`src/rtl/dsp48_pfb_out_stage_pkg.sv`:
```
// Shared definitions for the PFB DSP48 MAC-cascade output stage.
//   - DSP48 datapath widths (P, A, B ports)
//   - pipeline-latency helper for a tap chain of a given length
//   - rounding-mode selector
//   - sideband struct carried alongside each sample
//   - 16-bit saturation helper
package dsp48_pfb_out_stage_pkg;

    localparam int P_W   = 48;
    localparam int A_W   = 25;
    localparam int B_W   = 16;
    localparam int OUT_W = 16;

    // AREG2 + MREG1 + PREG1 for the first tap, plus one P stage per cascaded tap.
    localparam int unsigned BASE_PIPE_LAT = 4;

    function automatic int unsigned pipe_lat_for_taps(input int unsigned taps);
        return BASE_PIPE_LAT + taps - 1;
    endfunction

    typedef enum logic {
        RND_CONVERGENT = 1'b0,
        RND_TRUNCATE   = 1'b1
    } rnd_mode_t;

    localparam rnd_mode_t RND_MODE = RND_CONVERGENT;

    // Widest phase index carried by the sideband; stage PHASE_W must not exceed it.
    localparam int SB_PHASE_W = 11;

    typedef struct packed {
        logic [SB_PHASE_W-1:0] phase;
        logic                  last;
    } sband_t;

    localparam logic signed [P_W:0] SAT_MAX = 32767;
    localparam logic signed [P_W:0] SAT_MIN = -32768;

    function automatic logic [OUT_W-1:0] sat16(input logic signed [P_W:0] v);
        if (v > SAT_MAX)      return 16'h7FFF;
        else if (v < SAT_MIN) return 16'h8000;
        else                  return v[OUT_W-1:0];
    endfunction

endpackage

```
`src/rtl/pfb_out_fifo.sv`:
```
// Synchronous first-word-fall-through FIFO with occupancy tracking.
//   clk, sync_reset        : clock, synchronous active-high reset
//   wr_en, wr_data         : push side (no backpressure; drops when full)
//   rd_en                  : pop when rd_valid is high
//   rd_data, rd_valid      : head word and its valid
//   almost_full            : registered, occupancy >= AF_THRESH
//   overflow               : sticky, a push was dropped while full
// A word becomes visible on rd_valid one clk after it is written; there is
// no write-to-read bypass. A push into a full FIFO succeeds if a pop happens
// on the same edge.
module pfb_out_fifo
    import dsp48_pfb_out_stage_pkg::*;
#(
    parameter int W         = 28,
    parameter int DEPTH     = 16,
    parameter int AF_THRESH = 10
) (
    input  logic         clk,
    input  logic         sync_reset,
    input  logic         wr_en,
    input  logic [W-1:0] wr_data,
    input  logic         rd_en,
    output logic [W-1:0] rd_data,
    output logic         rd_valid,
    output logic         almost_full,
    output logic         overflow
);

    localparam int AW = $clog2(DEPTH);
    localparam int CW = AW + 1;

    logic [W-1:0]  mem [DEPTH];
    logic [AW-1:0] wr_ptr, rd_ptr;
    logic [CW-1:0] count, count_vis, count_nxt;
    logic          vis, full, pop, push;

    assign full = (count == CW'(DEPTH));
    assign pop  = vis & rd_en;
    assign push = wr_en & (~full | pop);

    // count_vis excludes this edge's push: a freshly written word only shows
    // on rd_valid one clk later.
    always_comb begin
        count_vis = count - CW'(pop);
        count_nxt = count_vis + CW'(push);
    end

    always_ff @(posedge clk) begin
        if (sync_reset) begin
            wr_ptr      <= '0;
            rd_ptr      <= '0;
            count       <= '0;
            vis         <= 1'b0;
            almost_full <= 1'b0;
            overflow    <= 1'b0;
        end else begin
            if (push) wr_ptr <= wr_ptr + 1'b1;
            if (pop)  rd_ptr <= rd_ptr + 1'b1;
            count       <= count_nxt;
            vis         <= (count_vis != '0);
            almost_full <= (count_nxt >= CW'(AF_THRESH));
            if (wr_en & ~push) overflow <= 1'b1;
        end
    end

    always_ff @(posedge clk) begin
        if (push) mem[wr_ptr] <= wr_data;
    end

    assign rd_data  = mem[rd_ptr];
    assign rd_valid = vis;

endmodule

```
`src/rtl/dsp48_pfb_out_stage.sv`:
```
// Consumer end of the PFB DSP48 MAC cascade.
//   clk, sync_reset     : clock, synchronous active-high reset
//   ce                  : clock enable shared with the MAC chain
//   valid_in/phase_in/last_in : sideband presented with the chain's a/b inputs
//   p_in                : P output of the last MAC in the chain
//   m_axis_*            : AXI-Stream master (tdata = rounded/saturated 16-bit,
//                         tuser = phase, tlast = frame end)
//   almost_full         : output FIFO occupancy >= AF_THRESH
//   overflow            : sticky, a result was dropped with the FIFO full
// Sideband is delayed PIPE_LAT ce-qualified stages so the tail lines up with
// p_in, captured once per sample, rounded half-to-even at SHIFT, saturated to
// 16 bits, and queued in an FWFT FIFO.
module dsp48_pfb_out_stage
    import dsp48_pfb_out_stage_pkg::*;
#(
    parameter int PIPE_LAT   = pipe_lat_for_taps(1),
    parameter int SHIFT      = 15,
    parameter int PHASE_W    = SB_PHASE_W,
    parameter int FIFO_DEPTH = 16,
    parameter int AF_THRESH  = 10
) (
    input  logic               clk,
    input  logic               sync_reset,
    input  logic               ce,
    input  logic               valid_in,
    input  logic [PHASE_W-1:0] phase_in,
    input  logic               last_in,
    input  logic [47:0]        p_in,
    output logic [15:0]        m_axis_tdata,
    output logic [PHASE_W-1:0] m_axis_tuser,
    output logic               m_axis_tlast,
    output logic               m_axis_tvalid,
    input  logic               m_axis_tready,
    output logic               almost_full,
    output logic               overflow
);

    localparam int RW     = P_W + 1;
    localparam int FW     = OUT_W + PHASE_W + 1;
    localparam int STAGES = 1;
    localparam logic [SHIFT-1:0] HALF = SHIFT'(1) << (SHIFT - 1);

    // ---------------- alignment delay line ----------------
    logic [PIPE_LAT-1:0] dl_vld;
    sband_t              dl_sb [PIPE_LAT];
    sband_t              sb_in;
    logic                taken, capture;

    always_comb begin
        sb_in       = '0;
        sb_in.phase = SB_PHASE_W'(phase_in);
        sb_in.last  = last_in;
    end

    always_ff @(posedge clk) begin
        if (sync_reset) begin
            dl_vld <= '0;
        end else if (ce) begin
            dl_vld[0] <= valid_in;
            for (int i = 1; i < PIPE_LAT; i++) dl_vld[i] <= dl_vld[i-1];
        end
    end

    always_ff @(posedge clk) begin
        if (ce) begin
            dl_sb[0] <= sb_in;
            for (int i = 1; i < PIPE_LAT; i++) dl_sb[i] <= dl_sb[i-1];
        end
    end

    // The tail can sit for several clks while ce is low; taken makes sure it
    // is captured only once, and clears whenever the tail advances.
    assign capture = dl_vld[PIPE_LAT-1] & ~taken;

    always_ff @(posedge clk) begin
        if (sync_reset)   taken <= 1'b0;
        else if (ce)      taken <= 1'b0;
        else if (capture) taken <= 1'b1;
    end

    // ---------------- stage R: round ----------------
    logic signed [RW-1:0] p_ext, trunc, r_sum, r_q;
    logic [SHIFT-1:0]     frac;
    logic                 up;
    sband_t               r_sb, s_sb;
    logic [STAGES:0]      vld_pipe;
    logic [OUT_W-1:0]     s_data;

    always_comb begin
        p_ext = {p_in[P_W-1], p_in};
        trunc = p_ext >>> SHIFT;
        frac  = p_in[SHIFT-1:0];
        if (RND_MODE == RND_CONVERGENT)
            up = (frac > HALF) || ((frac == HALF) && trunc[0]);
        else
            up = 1'b0;
        r_sum = trunc + RW'(up);
    end

    always_ff @(posedge clk) begin
        if (sync_reset) vld_pipe <= '0;
        else            vld_pipe <= {vld_pipe[STAGES-1:0], capture};
    end

    // Datapath registers run freely; vld_pipe qualifies them.
    always_ff @(posedge clk) begin
        r_q    <= r_sum;
        r_sb   <= dl_sb[PIPE_LAT-1];
        s_data <= sat16(r_q);
        s_sb   <= r_sb;
    end

    // ---------------- output FIFO ----------------
    logic [FW-1:0] wr_word, rd_word;

    assign wr_word = {s_data, PHASE_W'(s_sb.phase), s_sb.last};

    pfb_out_fifo #(
        .W         (FW),
        .DEPTH     (FIFO_DEPTH),
        .AF_THRESH (AF_THRESH)
    ) u_fifo (
        .clk         (clk),
        .sync_reset  (sync_reset),
        .wr_en       (vld_pipe[STAGES]),
        .wr_data     (wr_word),
        .rd_en       (m_axis_tready),
        .rd_data     (rd_word),
        .rd_valid    (m_axis_tvalid),
        .almost_full (almost_full),
        .overflow    (overflow)
    );

    assign {m_axis_tdata, m_axis_tuser, m_axis_tlast} = rd_word;

endmodule

```
`config.mk`:
```
export PLATFORM = sky130hd
export DESIGN_NAME = dsp48_pfb_out_stage
export DESIGN_NICKNAME = d
export VERILOG_FILES = /design/src/rtl/dsp48_pfb_out_stage_pkg.sv /design/src/rtl/pfb_out_fifo.sv /design/src/rtl/dsp48_pfb_out_stage.sv
export SDC_FILE = /design/constraint.sdc
export NUM_CORES = 1
export LEC_CHECK = 0
export ABC_AREA = 0
export BUFFER_PORTS_ARGS = -buffer_cell sky130_fd_sc_hd__buf_2
export CORE_MARGIN = 2
export CORE_UTILIZATION = 35
export CTS_CLUSTER_SIZE = 40
export DETAILED_ROUTE_END_ITERATION = 7
export GPL_ROUTABILITY_DRIVEN = 0
export PLACE_DENSITY = 0.61
export SLEW_MARGIN = 20
export SYNTH_ARGS = -nofsm -noshare
export SYNTH_HDL_FRONTEND = slang
export SYNTH_SLANG_ARGS = --single-unit
```
`constraint.sdc`:
```
create_clock -name clk -period 4.9 [get_ports clk]
set_input_delay 0.49 -clock clk [delete_from_list [all_inputs] [get_ports clk]]
set_output_delay 0.49 -clock clk [all_outputs]
set_load 0.01 [all_outputs]
```
==> metrics.txt <==
synthesized flop and latch total=597; synth top area cells=edfxtp_1 68%, mux4_2 14%, dfxtp_1 9.2%; Hold Path End=dl_sb[0][1]$_DFFE_PP_; fmax=0.268 GHz; PnR worst setup slack=1.16 ns; Starting Density=35.5%; Tot Pwr=11100 uW; All-Layer GR Usage=14.0%; number of diodes=0; I/O pin cnt=96; clk sinks=597; Leak Pwr=0.00834 uW; DP Wirelength=24000 um; Area growth, synth to finish=16.4%; Die W=254 um; outcome=finished clean; antenna-violating nets left=0; crit-path most repeated cell=mux4_2; global-route wire length before repair=66400 um; Rel. slew slack=29.0%; Net Sw Power=2400 uW; Hold Crit Depth=1; WL final=44200 um; grt total ovfl=0; Post-synth EDFFs=496; Post-Syn Area per Cell=21.5 sq um; cts bufs inserted=61; core area=61700 sq um; die height=254 um; Post-Place Setup Slack=1.71 ns; share of post-route cells with drive strength above 1=30.0%; Buffers on Ports=95; Post-Layout Cell Count=2059; Comb pwr share=7.7%; Async SR Flop Fraction=0%; Worst R2R Path Depth=4; Clk pwr share=40.3%; most numerous cell in the Yosys netlist=edfxtp_1; crit path kind=reg2out; Final Slew Violations=0; Initial DRC Count=761; synthesized cell area=21900 sq um; PD cells=434 nW/um^2; clk buf depth=3; CTS tree=built; Skew-Pair Late Insertion Delay=0.63 ns; Crit-path slowest cell=dfxtp_4; Synth area leader=edfxtp_1; CP max FO=40; Reg2Reg Setup Slack=2.10 ns; vias in the first global route=10.7k; Root Buffer=clkbuf_16; H-tree depth=2; worst r2r src=u_fifo.count[2]$_SDFF_PP0_; Yosys cell types=43; Syn Nets=1094; DIE AREA=64500 sq um; fill cell count=5482; final hold viol count=0; DR WL/cell=21.5 um; # placed instances=1940; Slew @ Worst Pin=1.06 ns; synth cell count leaders=496 x edfxtp_1, 140 x mux4_2, 101 x dfxtp_1; VDD IR-drop max=0.313 mV; Synth warnings=0; CP cell instances=buf_4, mux4_2, mux4_2, buf_2; Setup TNS Final=0 ns; First-pass DRT Iterations=5; skew final=0.0293 ns; startpoint types=flop; HP Start=phase_in[0]; initial antenna violation count=1; Worst Path Required=4.41 ns; sw frac=21.7%; CP endpoint kind=primary output; post-synthesis instance total=1019; pin count of the biggest net entering global routing=60; Max Cap Violations=0; final period utilization=76.3%; worst hold-check path type=in2reg; clock-pin slew on the worst setup and hold paths=0.06 ns; Arr. time, crit path=3.25 ns; # setup viols final=0; via count=10.1k; Rows=91; Finished Cell Area=25500 sq um; post-layout min period=3.74 ns; part of the power in registers=52.1%; RSZ-0062 raised after global routing=no; internal power=8660 uW; DRC errors left=0; Largest stage delay, worst path=0.92 ns; routed vias/inst=4.92; Seq/Total Area, Yosys=77.3%; placed cell areas=23500 sq um; top_reg_cell synth=edfxtp_1; Worst R2R End=u_fifo.mem[8][13]$_DFFE_PP_; area fraction of the dominant cell type after synthesis=68.1%; Nets=1247
cell families after synthesis:
logic type / Yosys count / share of synthesized area, %
xor gates and xnor gates: 41 / 1.64
AOI/OAI and AO/OA: 32 / 0.932
and+or+nand+nor: 123 / 3.28
buffers and inverters: 69 / 1.54
adders and majority gates: 10 / 0.572
DFF: 597 / 77.3
muxes: 147 / 14.7
worst max-delay path, delay by kind of cell (launching register included):
kind                   cells  cell delay [ns]
muxes                      2             1.07
buffers and inverters      2             0.61
DFF                        1             0.92
per-layer routing:
layer	global-route usage, %	wire length [um]	vias to the layer above
met5	0	0	-
met2	21.9	20900	251
met4	3.73	891	0
met1	20.0	19900	5352
met3	2.85	2520	59
li1	-	-	4470
cell usage in the layout, fill, tap and decap left out, drive strengths merged, types with 6 or more instances in the layout:
cell type    Yosys  routed
nor4             9       9
nand2           12      12
nor2            22      22
mux2i            6       6
xor2            10      10
clkinv           0      22
nand4           14      14
and4             9       9
dfxtp          101     101
edfxtp         496     496
inv             26      31
a21oi           19      19
nand3           12      12
clkbuf          20      78
nor2b            7       7
mux4           140     140
ha              10      10
buf             23     127
dlygate4sd3      0       6
and3            18      18
xnor2           31      31
layout make-up:
cell class | instances | area [sq um] | area share, %
clock inverter | 35 | 298 | 1.17
clock buffer | 78 | 1630 | 6.42
inverter | 26 | 97.6 | 0.383
multi-input combinational | 353 | 4660 | 18.3
sequential | 597 | 16900 | 66.5
tap | 837 | 1050 | 4.11
timing repair buffer | 133 | 801 | 3.14
worst max-delay path by stage:
stage,startpoint,to,cells after the start
floorplan,m_axis_tready,u_fifo.mem[11][0]$_DFFE_PP_,3
global placement,flop,m_axis_tdata[14],4
detailed placement,flop,m_axis_tdata[14],4
CTS,flop,m_axis_tdata[14],4
global route,flop,m_axis_tdata[14],4
finish,flop,m_axis_tuser[0],4
timing repair:
item                       CTS  global route
buffers inserted             0             0
hold endpoints to repair     6             0
setup endpoints to repair    0             0
resized for setup            0             0
hold buffers                 6             0
stage by stage:
| stage | hold slack, ns | util [%] |
|---|---|---|
| finish | 0.0445 | 41.3 |
| global route | 0.0180 | 41.3 |
| CTS | 0.00552 | 41.3 |
| detailed placement | 0.312 | 38.0 |
| global placement | 0.311 | 38.0 |
| floorplan | 0.310 | - |
power by group through the flow:
stage	sequential, uW	clock [uW]	combinational (uW)
after global routing	5780	4790	925
after floorplan	5770	0	719
after CTS	5770	4570	873
final	5760	4460	849
after detailed placement	5880	0	865
after global placement	5870	0	858
registers in the layout, summed over array words and instances (netlist names), named ones only:
signal              flops
taken                   1
s_sb                   12
dl_sb                  48
u_fifo.almost_full      1
vld_pipe                2
u_fifo.count            5
u_fifo.wr_ptr           4
u_fifo.rd_valid         1
r_sb                   12
u_fifo.rd_ptr           4
s_data                 16
u_fifo.overflow         1
dl_vld                  4
r_q                    34
u_fifo.mem            448
(Power assumes the default switching activity.)
